<file path="config.mk">
export PLATFORM = sky130hd
export DESIGN_NAME = clas_pipe_nbit
export DESIGN_NICKNAME = d
export VERILOG_FILES = /design/src/rtl/clas_pkg.sv /design/src/rtl/clas_grp4.sv /design/src/rtl/clas_pipe_nbit.sv
export SDC_FILE = /design/constraint.sdc
export NUM_CORES = 1
export LEC_CHECK = 0
export ABC_CLOCK_PERIOD_IN_PS = 13800
export CAP_MARGIN = 20
export CORE_ASPECT_RATIO = 0.9
export CORE_MARGIN = 2
export CORE_UTILIZATION = 50
export DETAILED_ROUTE_END_ITERATION = 6
export PLACE_DENSITY = 0.8
export SETUP_SLACK_MARGIN = 0.3
export SKIP_LAST_GASP = 1
export SLEW_MARGIN = 20
export SYNTH_ARGS = -nofsm -noshare
export SYNTH_HDL_FRONTEND = slang
export SYNTH_SLANG_ARGS = --single-unit
</file>
<file path="constraint.sdc">
create_clock -name clk -period 13.8 [get_ports clk]
set_input_delay 4.14 -clock clk [delete_from_list [all_inputs] [get_ports clk]]
set_output_delay 4.14 -clock clk [all_outputs]
set_load 0.1 [all_outputs]
</file>
<file path="src/rtl/clas_pkg.sv">
// clas_pkg: shared constants and carry look-ahead helpers for clas_pipe_nbit.
package clas_pkg;

    localparam int unsigned GRP_W     = 4;
    localparam int unsigned SAT_MAX_W = 64;

    // Returns the carry out of each bit of a 4-bit group: c[i] is the carry into bit i+1.
    function automatic logic [GRP_W-1:0] clas_grp_carry(
        input logic [GRP_W-1:0] g,
        input logic [GRP_W-1:0] p,
        input logic             cin
    );
        logic [GRP_W-1:0] c;
        c[0] = g[0] | (p[0] & cin);
        c[1] = g[1] | (p[1] & g[0]) | (p[1] & p[0] & cin);
        c[2] = g[2] | (p[2] & g[1]) | (p[2] & p[1] & g[0]) | (p[2] & p[1] & p[0] & cin);
        c[3] = g[3] | (p[3] & g[2]) | (p[3] & p[2] & g[1]) | (p[3] & p[2] & p[1] & g[0])
             | (p[3] & p[2] & p[1] & p[0] & cin);
        return c;
    endfunction

    function automatic logic [SAT_MAX_W-1:0] SAT_MAX(input int unsigned w);
        logic [SAT_MAX_W-1:0] one;
        one = SAT_MAX_W'(1);
        return (one << (w - 1)) - one;
    endfunction

    function automatic logic [SAT_MAX_W-1:0] SAT_MIN(input int unsigned w);
        logic [SAT_MAX_W-1:0] one;
        one = SAT_MAX_W'(1);
        return one << (w - 1);
    endfunction

endpackage

</file>
<file path="src/rtl/clas_grp4.sv">
// clas_grp4: combinational 4-bit carry look-ahead group; c3 is the carry into bit 3.
module clas_grp4
    import clas_pkg::*;
(
    input  logic [GRP_W-1:0] a,
    input  logic [GRP_W-1:0] b,
    input  logic             cin,
    output logic [GRP_W-1:0] sum,
    output logic             cout,
    output logic             c3
);

    logic [GRP_W-1:0] g;
    logic [GRP_W-1:0] p;
    logic [GRP_W-1:0] c;

    assign g    = a & b;
    assign p    = a | b;
    assign c    = clas_grp_carry(g, p, cin);
    assign sum  = a ^ b ^ {c[GRP_W-2:0], cin};
    assign cout = c[GRP_W-1];
    assign c3   = c[GRP_W-2];

endmodule

</file>
<file path="src/rtl/clas_pipe_nbit.sv">
// clas_pipe_nbit: pipelined carry look-ahead adder/subtractor, one 4-bit group per stage.
// Optional signed saturation is compiled in when CLAS_SAT_EN is defined.
module clas_pipe_nbit
    import clas_pkg::*;
#(
    parameter int unsigned WIDTH = 16
) (
    input  logic             clk,
    input  logic             rst,
    input  logic             in_valid,
    output logic             in_ready,
    input  logic             sel,
    input  logic [WIDTH-1:0] a,
    input  logic [WIDTH-1:0] b,
    input  logic             c_in,
`ifdef CLAS_SAT_EN
    input  logic             sat_en,
`endif
    output logic             out_valid,
    input  logic             out_ready,
    output logic [WIDTH-1:0] result,
    output logic             c_out,
    output logic             ovf,
    output logic             zero,
    output logic             neg
);

    localparam int unsigned NGRP = WIDTH / GRP_W;
    localparam int unsigned TOP  = NGRP - 1;

    if ((WIDTH % GRP_W) != 0 || WIDTH < 8) begin : g_bad_width
        $error("clas_pipe_nbit: WIDTH must be a multiple of 4 and at least 8");
    end

    // Index k holds the inputs of group stage k; index 0 is the capture register at the port.
    logic             v_q   [NGRP];
    logic [WIDTH-1:0] a_q   [NGRP];
    logic [WIDTH-1:0] b_q   [NGRP];
    logic             c_q   [NGRP];
    logic [WIDTH-1:0] s_q   [NGRP];
`ifdef CLAS_SAT_EN
    logic             sat_q [NGRP];
`endif

    logic [GRP_W-1:0] g_sum  [NGRP];
    logic             g_cout [NGRP];
    logic             g_c3   [NGRP];
    logic [WIDTH-1:0] nxt_s  [NGRP];

    logic             adv;
    logic             raw_ovf;
    logic [WIDTH-1:0] res_n;

    assign adv      = ~out_valid | out_ready;
    assign in_ready = adv;

    for (genvar k = 0; k < NGRP; k++) begin : g_stage
        clas_grp4 u_grp (
            .a    (a_q[k][GRP_W*k +: GRP_W]),
            .b    (b_q[k][GRP_W*k +: GRP_W]),
            .cin  (c_q[k]),
            .sum  (g_sum[k]),
            .cout (g_cout[k]),
            .c3   (g_c3[k])
        );
        // Partial sum is zero above group k, so OR-ing in the new nibble places it.
        assign nxt_s[k] = s_q[k] | (WIDTH'(g_sum[k]) << (GRP_W * k));
    end

    assign raw_ovf = g_c3[TOP] ^ g_cout[TOP];

`ifdef CLAS_SAT_EN
    always_comb begin
        res_n = nxt_s[TOP];
        if (sat_q[TOP] && raw_ovf) begin
            res_n = (~a_q[TOP][WIDTH-1] & ~b_q[TOP][WIDTH-1]) ? WIDTH'(SAT_MAX(WIDTH))
                                                            : WIDTH'(SAT_MIN(WIDTH));
        end
    end
`else
    assign res_n = nxt_s[TOP];
`endif

    always_ff @(posedge clk or posedge rst) begin
        if (rst) begin
            for (int unsigned i = 0; i < NGRP; i++) begin
                v_q[i]   <= 1'b0;
                a_q[i]   <= '0;
                b_q[i]   <= '0;
                c_q[i]   <= 1'b0;
                s_q[i]   <= '0;
`ifdef CLAS_SAT_EN
                sat_q[i] <= 1'b0;
`endif
            end
            out_valid <= 1'b0;
            result    <= '0;
            c_out     <= 1'b0;
            ovf       <= 1'b0;
            zero      <= 1'b0;
            neg       <= 1'b0;
        end else if (adv) begin
            v_q[0]   <= in_valid;
            a_q[0]   <= a;
            b_q[0]   <= b ^ {WIDTH{sel}};
            c_q[0]   <= c_in;
            s_q[0]   <= '0;
`ifdef CLAS_SAT_EN
            sat_q[0] <= sat_en;
`endif
            for (int unsigned i = 1; i < NGRP; i++) begin
                v_q[i]   <= v_q[i-1];
                a_q[i]   <= a_q[i-1];
                b_q[i]   <= b_q[i-1];
                c_q[i]   <= g_cout[i-1];
                s_q[i]   <= nxt_s[i-1];
`ifdef CLAS_SAT_EN
                sat_q[i] <= sat_q[i-1];
`endif
            end
            out_valid <= v_q[TOP];
            // Bubbles leave the last result and flags untouched.
            if (v_q[TOP]) begin
                result <= res_n;
                c_out  <= g_cout[TOP];
                ovf    <= raw_ovf;
                zero   <= (res_n == '0);
                neg    <= res_n[WIDTH-1];
            end
        end
    end

endmodule

</file>
Word level (Yosys, flattened, before mapping). Cells that the tools add are included.

Bits in registers: 193. Bits of input ports: 38. Word-level logic and storage cells: 154. Output and inout bits: 22.

Bitwise logic cells: 127. Reductions and logical operators: 2.

Operators by type and width (number): 1-bit AND (64); 1-bit bitwise OR (41); 4-bit XOR (8); 4-bit AND (4); 16-bit logical NOT (1); 16-bit by 12-bit bitwise OR with 16-bit output (1); 16-bit bitwise OR (1); 4-bit bitwise OR (4); 16-bit XOR (1); 4-bit by 8-bit bitwise OR with 8-bit output (1); 2-bit AND reduction (1); 1-bit NOT (1); 1-bit XOR (1).

Depth between registers and ports, before layout. Gate-level depths: netlist (run 1).

Depth after elaboration: 8. Depth in mapped cells: 7. Gate-level depth less buffers: 7.

By module. Synthesis (run 1) repeated with hierarchy kept, for this count alone.

Cells, all modules: 481. Area total of the unflattened synthesis: 6605.1 µm².

Modules (own cells, without submodules): clas_pipe_nbit (sequential area each 3303.2 µm², times used 1, area each 5368.9 µm², cells each 325); clas_grp4 (sequential area each 0.0 µm², times used 4, area each 309.0 µm², cells each 39).

Worst setup path before layout (run 1). Ideal clock, no wire load.

Kind: in2out. Start: in out_ready. End: out in_ready. Slack: 4625 ps. Path buffers: 3. Data required time: 9660 ps. Stages on the path: 5. Arrival time: 5035 ps. Path through: nor2b_1 buf_2 inv_2 buf_2 buf_2.

Longest elaborated chain between the ends: 1.

RTL lines: from (decl) (line clas_pipe_nbit.sv:20) `input logic out_ready,`; 1-bit bitwise OR (line clas_pipe_nbit.sv:54) `assign adv = ~out_valid | out_ready;`; to (decl) (line clas_pipe_nbit.sv:11) `output logic in_ready,`.

Every way passes these cells.

Worst setup path after layout (run 1). Same ends and word-level chain as after synthesis.

==> results.json, run 1 <==
{
  "status": "finished, final reports clean",
  "p_leak_nw": 3.503,
  "ctsHoldBuffers": 0,
  "drive_gt1_share_pct": 9.173,
  "root_buffer": "clkbuf_16",
  "synthTopCellsByArea": "dfrtp_1 56%, nand2_1 13%, ha_1 7.0%",
  "nNetsFinal": 727,
  "synth_nets": 676,
  "num_antenna_cells": 0,
  "dieArea_sq_mm": 0.01274,
  "drcViolationCount": 0,
  "report.final.slew_viol_count": 0,
  "grt_pass1_wl_mm": 18.60,
  "vias": 4012,
  "dieWidth_um": 118.8,
  "worst-path-stages": 4,
  "r2r-start": "out_valid$_DFFE_PP0N_",
  "initial_core_util_pct": 51.62,
  "fillers": 964,
  "avgViaCountPerCell": 4.887,
  "r2r_slack_ps": 11200,
  "cp.required_ps": 9660,
  "finalHoldViolCount": 0,
  "crit_end": "in_ready",
  "ir_worst_vdd_uv": 105.4,
  "synthCells": 601,
  "num_rows": 37,
  "cts_buffers": 17,
  "dieHeight_um": 107.3,
  "grt_usage_pct": 18.60,
  "cts_resized": 0,
  "gp_congestion": 0.7413,
  "grt.overflow.total": 0,
  "hold_class": "register to register",
  "dr.pass1.iters": 5,
  "cts_max_level": 4,
  "synth-main-ff-cell": "dfrtp_1",
  "crit_path_frequent_cell": "clkdlybuf4s50_1",
  "area_growth_pct": 21.34,
  "max_stage_delay_ps": 1250,
  "ys_warn_count": 0,
  "core_area_sq_mm": 0.01148,
  "clock.fmax_mhz": 94.63,
  "yosys.area.top_type": "dfrtp_1",
  "setup_viol": 0,
  "wl_per_cell_um": 13.10,
  "synth-seq-area-share_pct": 55.73,
  "num_io_pins": 60,
  "ant_nets": 0,
  "r2r-end": "zero$_DFFE_PP0P_",
  "dp.cells": 789,
  "cp.arrival_ps": 6430,
  "cp-end-kind": "output pin",
  "worstSetupPathType": "primary input to output pin",
  "ys_types": 33,
  "synth_top_area_share_pct": 55.73,
  "startpoint": "out_ready",
  "port_buffers": 59,
  "synth.avg_cell_area_sq_um": 9.862,
  "min-delay-start": "a_q[62]$_DFFE_PP0N_",
  "tritoncts": "yes",
  "start_kind": "primary input",
  "clock-sinks": 132,
  "cp_num_buf_inv": 3,
  "synth_edf_count": 0,
  "tns_ps": 0,
  "fin_skew_ps": 6.221,
  "clock_latency_ps": 420,
  "path_clk_slew_ps": 60,
  "synth.cell_area_sq_mm": 0.005927,
  "dp_hpwl_mm": 7.059,
  "crit_path_top_delay_cell": "clkdlybuf4s50_1",
  "path_cells": "clkdlybuf4s50_1, nor2b_4, clkinv_2, clkdlybuf4s50_1",
  "antenna_found_initial": 0,
  "worst_path_dominant_cell_family": "buffers and inverters",
  "grt_max_degree": 89,
  "rsz0062_at_grt": "false",
  "synth_async_sr_flop_share_pct": 100.0,
  "grt_pass1_vias": 3938,
  "reg2regPathDepth": 6,
  "drv_cap": 0,
  "ys_ff_latch": 132,
  "path_max_fanout": 56,
  "fin_crit_sh_pct": 76.58,
  "cts_buffer_depth": 2,
  "relSlewSlack_pct": 32.60,
  "fin_cells": 821,
  "powerDensity_mw_per_mm2": 263.3,
  "tightest_slew_ps": 1008,
  "period_needed_ps": 10570,
  "post-cts-setup-buffer-count": 0,
  "drt_iter0_drc": 336,
  "wirelength_mm": 10.76
}
-- routing by layer --
metal / vias up / track usage, % / part of all wire [%]
met2: 92 / 29.47 / 47
met1: 1900 / 24.49 / 46
li1: 1998 / - / -
met3: 22 / 4.979 / 4.4
met5: - / 0 / 0
met4: 0 / 7.568 / 2.0
-- tightest hold or removal path, cell delays in order (launching register included) --
cell and delay (ps):
dfrtp_1 340, nand2_1 50, nand2_1 50
-- final cells by class --
| type | instances | area [sq um] | share of cell area, % |
|---|---|---|---|
| sequential | 132 | 3303 | 45.93 |
| multi-input combinational | 397 | 2332 | 32.43 |
| timing repair buffer | 62 | 613.1 | 8.525 |
| clock buffer | 19 | 452.9 | 6.298 |
| tap | 156 | 195.2 | 2.714 |
| inverter | 42 | 161.4 | 2.244 |
| clock inverter | 13 | 133.9 | 1.862 |
-- Yosys cell counts (6+ instances only) --
cell type / instances
o21bai_1: 6
xnor2_1: 14
a21oi_1: 12
mux2_2: 16
xor2_1: 10
dfrtp_1: 132
o21ai_0: 50
clkbuf_1: 11
buf_2: 17
inv_1: 41
nand2_1: 212
ha_1: 33
nor2_1: 10
-- kinds of logic (layout without fill, tap and decap cells) --
logic type / Yosys count / after routing / synth area share (%)
muxes: 16 / 16 / 3.040
buffers and inverters: 72 / 136 / 5.045
xor gates and xnor gates: 25 / 25 / 3.821
and+or+nand+nor: 238 / 238 / 16.00
adders and majority gates: 37 / 37 / 8.318
DFF: 132 / 132 / 55.73
AOI/OAI and AO/OA: 81 / 81 / 8.043
-- report_power, final --
group	total [W]	switching, W	internal [W]
sequential	0.000664	0.000103	0.000561
clock	0.000441	0.000167	0.000274
combinational	0.000789	0.000521	0.000268
total	0.00189	0.000791	0.00110
-- flip-flops by register name (all words and copies together) (netlist names) --
register,flops
a_q,40
b_q,40
c_out,1
c_q,4
out_valid,1
ovf,1
result,16
s_q,24
v_q,4
zero,1
-- metrics by stage --
stage	power, W	utilization (%)	worst slack (ps)	hold WS [ps]	area (sq um)
2_1_floorplan	0.001267	-	4625	438.6	5927
3_3_place_gp	0.001416	57.53	3234	449.4	6605
3_5_place_dp	0.001458	57.53	3219	455.2	6605
4_1_cts	0.001908	62.64	3207	468.6	7192
5_1_grt	0.002018	62.64	3099	485.3	7192
6_report	0.001894	62.64	3232	465.2	7192
-- how the worst min path moves through the flow --
stage,end,slack [ps],depth (start not counted)
global route,a_q[40]$_DFFE_PP0N_,490,2
detailed placement,s_q[19]$_DFFE_PP0N_,460,2
floorplan,a_q[28]$_DFFE_PP0N_,440,2
global placement,a_q[46]$_DFFE_PP0N_,450,2
CTS,s_q[19]$_DFFE_PP0N_,470,2
finish,a_q[62]$_DFFE_PP0N_,470,2
-- placed cells by master (no fill, tap or decap), types with 2 or more instances in the layout --
cell and instances:
clkinv_4 3, xnor2_1 14, buf_4 3, o21ai_0 50
o31ai_1 3, bufinv_16 2, clkinv_2 6, clkinvlp_4 3
mux2_2 16, nor4_1 2, o21bai_1 6, a21oi_1 12
clkbuf_8 2, a21oi_4 2, nor2_1 10, clkdlybuf4s50_1 59
ha_1 33, nor2b_4 2, o21a_1 3, xor2_1 10
a22oi_1 3, nor3_1 3, inv_1 40, dfrtp_1 132
fa_1 4, clkbuf_16 17, nor2b_1 3, nand2_1 212
(Power assumes the default switching activity.)
==> inputs of run 2 (changes only) <==
ABC_CLOCK_PERIOD_IN_PS = 10100   (was 13800)
clock period = 10.1 ns   (was 13.8 ns; I/O delays follow)
==> results.json, run 2 (same netlist as run 1, synthesis figures left out) <==
{
  "tightest_slew_ps": 976.0,
  "fin_skew_ps": 6.427,
  "num_io_pins": 60,
  "path_clk_slew_ps": 50,
  "clock.fmax_mhz": 133.6,
  "crit_path_top_delay_cell": "clkdlybuf4s50_1",
  "cp.required_ps": 7070,
  "initial_core_util_pct": 51.62,
  "antenna_found_initial": 0,
  "tns_ps": 0,
  "gp_congestion": 0.7679,
  "worstSetupPathType": "primary input to output pin",
  "avgViaCountPerCell": 4.875,
  "root_buffer": "clkbuf_16",
  "status": "finished, final reports clean",
  "dieHeight_um": 107.3,
  "nNetsFinal": 728,
  "fin_crit_sh_pct": 74.12,
  "ant_nets": 0,
  "final_common_cell": "nand2_1",
  "path_max_fanout": 54,
  "wirelength_mm": 10.52,
  "start_kind": "primary input",
  "dieArea_sq_mm": 0.01274,
  "cp.arrival_ps": 4460,
  "cts_max_level": 4,
  "p_leak_nw": 3.511,
  "cts_buffer_depth": 2,
  "finalHoldViolCount": 0,
  "grt_usage_pct": 18.38,
  "core_area_sq_mm": 0.01148,
  "drv_cap": 0,
  "dieWidth_um": 118.8,
  "period_needed_ps": 7486,
  "min_path_cells": 2,
  "grt_pass1_wl_mm": 18.54,
  "tritoncts": "yes",
  "dp_hpwl_mm": 7.053,
  "hold_class": "register to register",
  "vias": 4007,
  "post-cts-setup-buffer-count": 0,
  "path_cells": "clkdlybuf4s50_1, nor2b_4, clkinv_2, buf_4, buf_4",
  "drcViolationCount": 0,
  "relSlewSlack_pct": 34.73,
  "cp-end-kind": "output pin",
  "whs_ps": 465.9,
  "reg_top3": "a_q (40), b_q (40), s_q (24)",
  "num_rows": 37,
  "cts_resized": 0,
  "wl_per_cell_um": 12.80,
  "dr.pass1.iters": 5,
  "ctsHoldBuffers": 0,
  "clock_latency_ps": 410,
  "clock-sinks": 132,
  "max_stage_delay_ps": 510,
  "drive_gt1_share_pct": 8.859,
  "powerDensity_mw_per_mm2": 359.1,
  "ir_worst_vdd_uv": 169.3,
  "most-common-layout-cells": "212 x nand2_1, 132 x dfrtp_1, 58 x clkdlybuf4s50_1, 50 x o21ai_0, 40 x inv_1",
  "grt_pass1_vias": 4060,
  "area_growth_pct": 21.41,
  "report.final.slew_viol_count": 0,
  "drt_iter0_drc": 271,
  "setup_viol": 0,
  "grt.overflow.total": 0,
  "grt_max_degree": 89,
  "num_antenna_cells": 0,
  "reg2regPathDepth": 5,
  "port_buffers": 59,
  "crit_path_frequent_cell": "buf_4",
  "rsz0062_at_grt": "false",
  "cts_buffers": 17
}
-- run 2: cell count changes in the layout (fill, tap and decap cells not counted), sizes merged --
cell | before | now
buf | 3 | 5
bufinv | 2 | 3
clkbuf | 19 | 22
clkdlybuf4s50 | 59 | 58
clkinv | 9 | 7
clkinvlp | 3 | 1
-- run 2: report_power, final --
group	leakage [nW]	switching [W]	internal, W
Combinational	1.63	0.000713	0.000365
Sequential	1.59	0.000135	0.000766
Clock	0.288	0.000212	0.000392
-- run 2: worst max-delay path: cells and delay by family --
kind / cells / cell delay (ps)
buffers and inverters: 4 / 1350
and+or+nand+nor: 1 / 50
-- run 2: final timing paths --
kind                                         end                   from  slack (ps)
max                                     in_ready              out_ready        2610
min                          s_q[17]$_DFFE_PP0N_    s_q[17]$_DFFE_PP0N_         470
max reg2reg                result[2]$_DFFE_PP0P_  out_valid$_DFFE_PP0N_        7950
min reg2reg                  s_q[17]$_DFFE_PP0N_    s_q[17]$_DFFE_PP0N_         470
max in group asynchronous    a_q[12]$_DFFE_PP0N_                    rst        5630
min in group asynchronous    s_q[32]$_DFFE_PP0N_                    rst        3120
-- run 2: through the flow --
stage                     std cells  total power, W  utilization, %  setup slack (ps)  area, sq um
after detailed placement        790        0.001990           57.57              2634         6610
after global routing            822        0.002764           62.67              2559         7196
after floorplan                 601        0.001732               -              3145         5927
after global placement          790        0.001938           57.57              2625         6610
after CTS                       822        0.002611           62.67              2622         7196
final                           822        0.002584           62.67              2614         7196
-- run 2: layer usage --
layer	GRT usage (%)	routed length, um	share of wire [%]	vias to the layer above
li1	-	-	-	2011
met1	24.34	5061	48	1911
met2	29.47	4934	47	77
met3	5.138	447	4.2	8
met4	6.122	79	0.75	0
met5	0	0	0	-
-- run 2: layout make-up --
cell class / count / area (sq um)
clock buffer: 22 / 454.2
clock inverter: 10 / 131.4
fill: 974 / 4285
inverter: 42 / 161.4
multi-input combinational: 397 / 2332
sequential: 132 / 3303
tap: 156 / 195.2
timing repair buffer: 63 / 618.1
==> edit: new RTL, config.mk and constraints of run 2 <==
`GRP_W`: 4 -> 8.
--- a/src/rtl/clas_pkg.sv
+++ b/src/rtl/clas_pkg.sv
@@ -1,7 +1,7 @@
 // clas_pkg: shared constants and carry look-ahead helpers for clas_pipe_nbit.
 package clas_pkg;
 
-    localparam int unsigned GRP_W     = 4;
+    localparam int unsigned GRP_W     = 8;
     localparam int unsigned SAT_MAX_W = 64;
 
     // Returns the carry out of each bit of a 4-bit group: c[i] is the carry into bit i+1.
Check against the original RTL: not equivalent (a bounded check fails within 4 cycles, from zero or initial values and one cycle with rst high).
==> edit against run 2 <==
Design area shrank 59%; clock power fell by 81%; area after synthesis down 58%; total power down 65%; sequential cell count decreased by 82; largest cell class unchanged; wire length down 61%; setup slack got worse by 850 ps.
==> edit: results (changes against run 2) <==
The flow ran to the end, and the final reports show no timing, DRC or antenna violations. The arrival time at the worst endpoint was 5300 ps (+840 ps). The initial DRC count is 111 (-59%), and the reg2reg setup slack is 8180 ps (+230 ps). Synthesized-area fraction occupied by adder cells: 9.12% (+0.81 points). The logs give 2870 sq um (-57%) for the area of placed instances and 174 microns (-61%) for the length of routed met3 wiring. The top layer used by detailed routing is met4. The met1 wire length was 1.94 mm (-62%); the H-tree depth reported by CTS was 2 (-2). The number of buffers inserted during clock tree synthesis came out at 5 (-12). Initial antenna violation count: 0 (unchanged). The worst flop-to-flop path startpoint is out_valid. The logs give 3.74 ps (-2.68 ps) for the final setup skew and 1780 ps (-851 ps) for the pre-CTS worst setup slack. The post-synthesis mux area share is 3.61% (+0.57 points), and the worst voltage drop across the vdd grid is 199 uV (+17%).

The share of the synthesized netlist area taken by xor and xnor gates is 6.32% (+2.5 points). The clock transition time at the flip-flop clock pins of the worst setup and hold paths came out at 80 ps (+30 ps). Number of vias in the routed layout: 1656 (-59%). The run gives 417 (-57%) as the number of filler instances in the final layout. The cell count after synthesis came out at 250 (-58%).

The wire length of the first global-routing pass came out at 7.40 mm (-60%). Yosys attributes the largest share of cell area to dfrtp_1, nand2_1, ha_1. The fraction of layout instances using a drive strength above 1 came out at 6.71% (-2.1 points).

The number of cells after detailed placement came out at 342 (-57%). Startpoint of the most critical hold path: a_q[28]. The run gives 482 ps (+16.2 ps) as the worst hold slack across all endpoints.

The cell leakage power is 1.39 nW (-60%), and the number of cells in the finished layout apart from fillers is 348 (-58%). The global routing usage on met3 was 3.44% (-1.7 points). Area taken by multi-input logic gates: 1060 sq um (-54%). The path category of the worst min-delay check is register to register. The commonest cells after synthesis are nand2_1, dfrtp_1, o21ai_0. The worst register-to-register path ends at result[4]. The largest driver fanout on the critical path was 49 (-9.3%). The measured slew at the worst slew-check pin is 966 ps (-10.1 ps), and the iteration count of the initial detailed-routing pass is 4 (-1). The routability congestion estimate is 0.775 (+0.98%).

The path with the worst hold slack has its endpoint at a_q[28]. The largest registers in the layout are a_q: 15 flops, b_q: 15 flops, result: 10 flops. Average wire per cell in the routed design: 11.7 microns (-8.6%). For the global-route met1 utilization, the log shows 23.2% (-1.1 points). The post-synthesis compound-gate area fraction is 8.52% (+0.48 points), and the sum of net half-perimeters after detailed placement is 2.96 mm (-58%). The count of input and output buffers was 38 (-36%); the maximum number of pins on one net before global-route repair was 51 (-43%).

The length of routed met2 wiring is 1.88 mm (-62%). For the met2 layer usage reported by global route, the log shows 27.2% (-2.3 points). The tools report the source-to-sink clock delay at the later pin of the worst-skew pair as 300 ps (-110 ps). Overall track demand over capacity in global routing: 17.2% (-1.2 points).
edit: worst max-delay path by stage:
stage | from | slack, ps | endpoint | depth (start not counted)
after global routing | out_ready | 1650 | in_ready | 5
final | out_ready | 1770 | in_ready | 5
after CTS | out_ready | 1770 | in_ready | 5
after global placement | out_ready | 1770 | in_ready | 5
after floorplan | out_ready | 3160 | in_ready | 5
after detailed placement | out_ready | 1780 | in_ready | 5
edit: worst max-delay path, cell delays in order:
cell and delay [ps]:
clkdlybuf4s50_1 410, nor2b_2 120, buf_4 310, clkinv_4 340, clkdlybuf4s50_1 1070
edit: area by class of cell:
class / count / share of cell area, %
Inverter: 21 / 2.88
Clock buffer: 6 / 2.80
Multi-Input combinational cell: 167 / 36.0
Timing Repair Buffer: 39 / 13.1
Tap cell: 65 / 2.76
Sequential cell: 50 / 42.4
edit: where the power goes:
part           internal [mW]  switching, mW
combinational          0.144          0.323
clock                 0.0529         0.0623
sequential             0.272         0.0441
total                  0.470          0.429
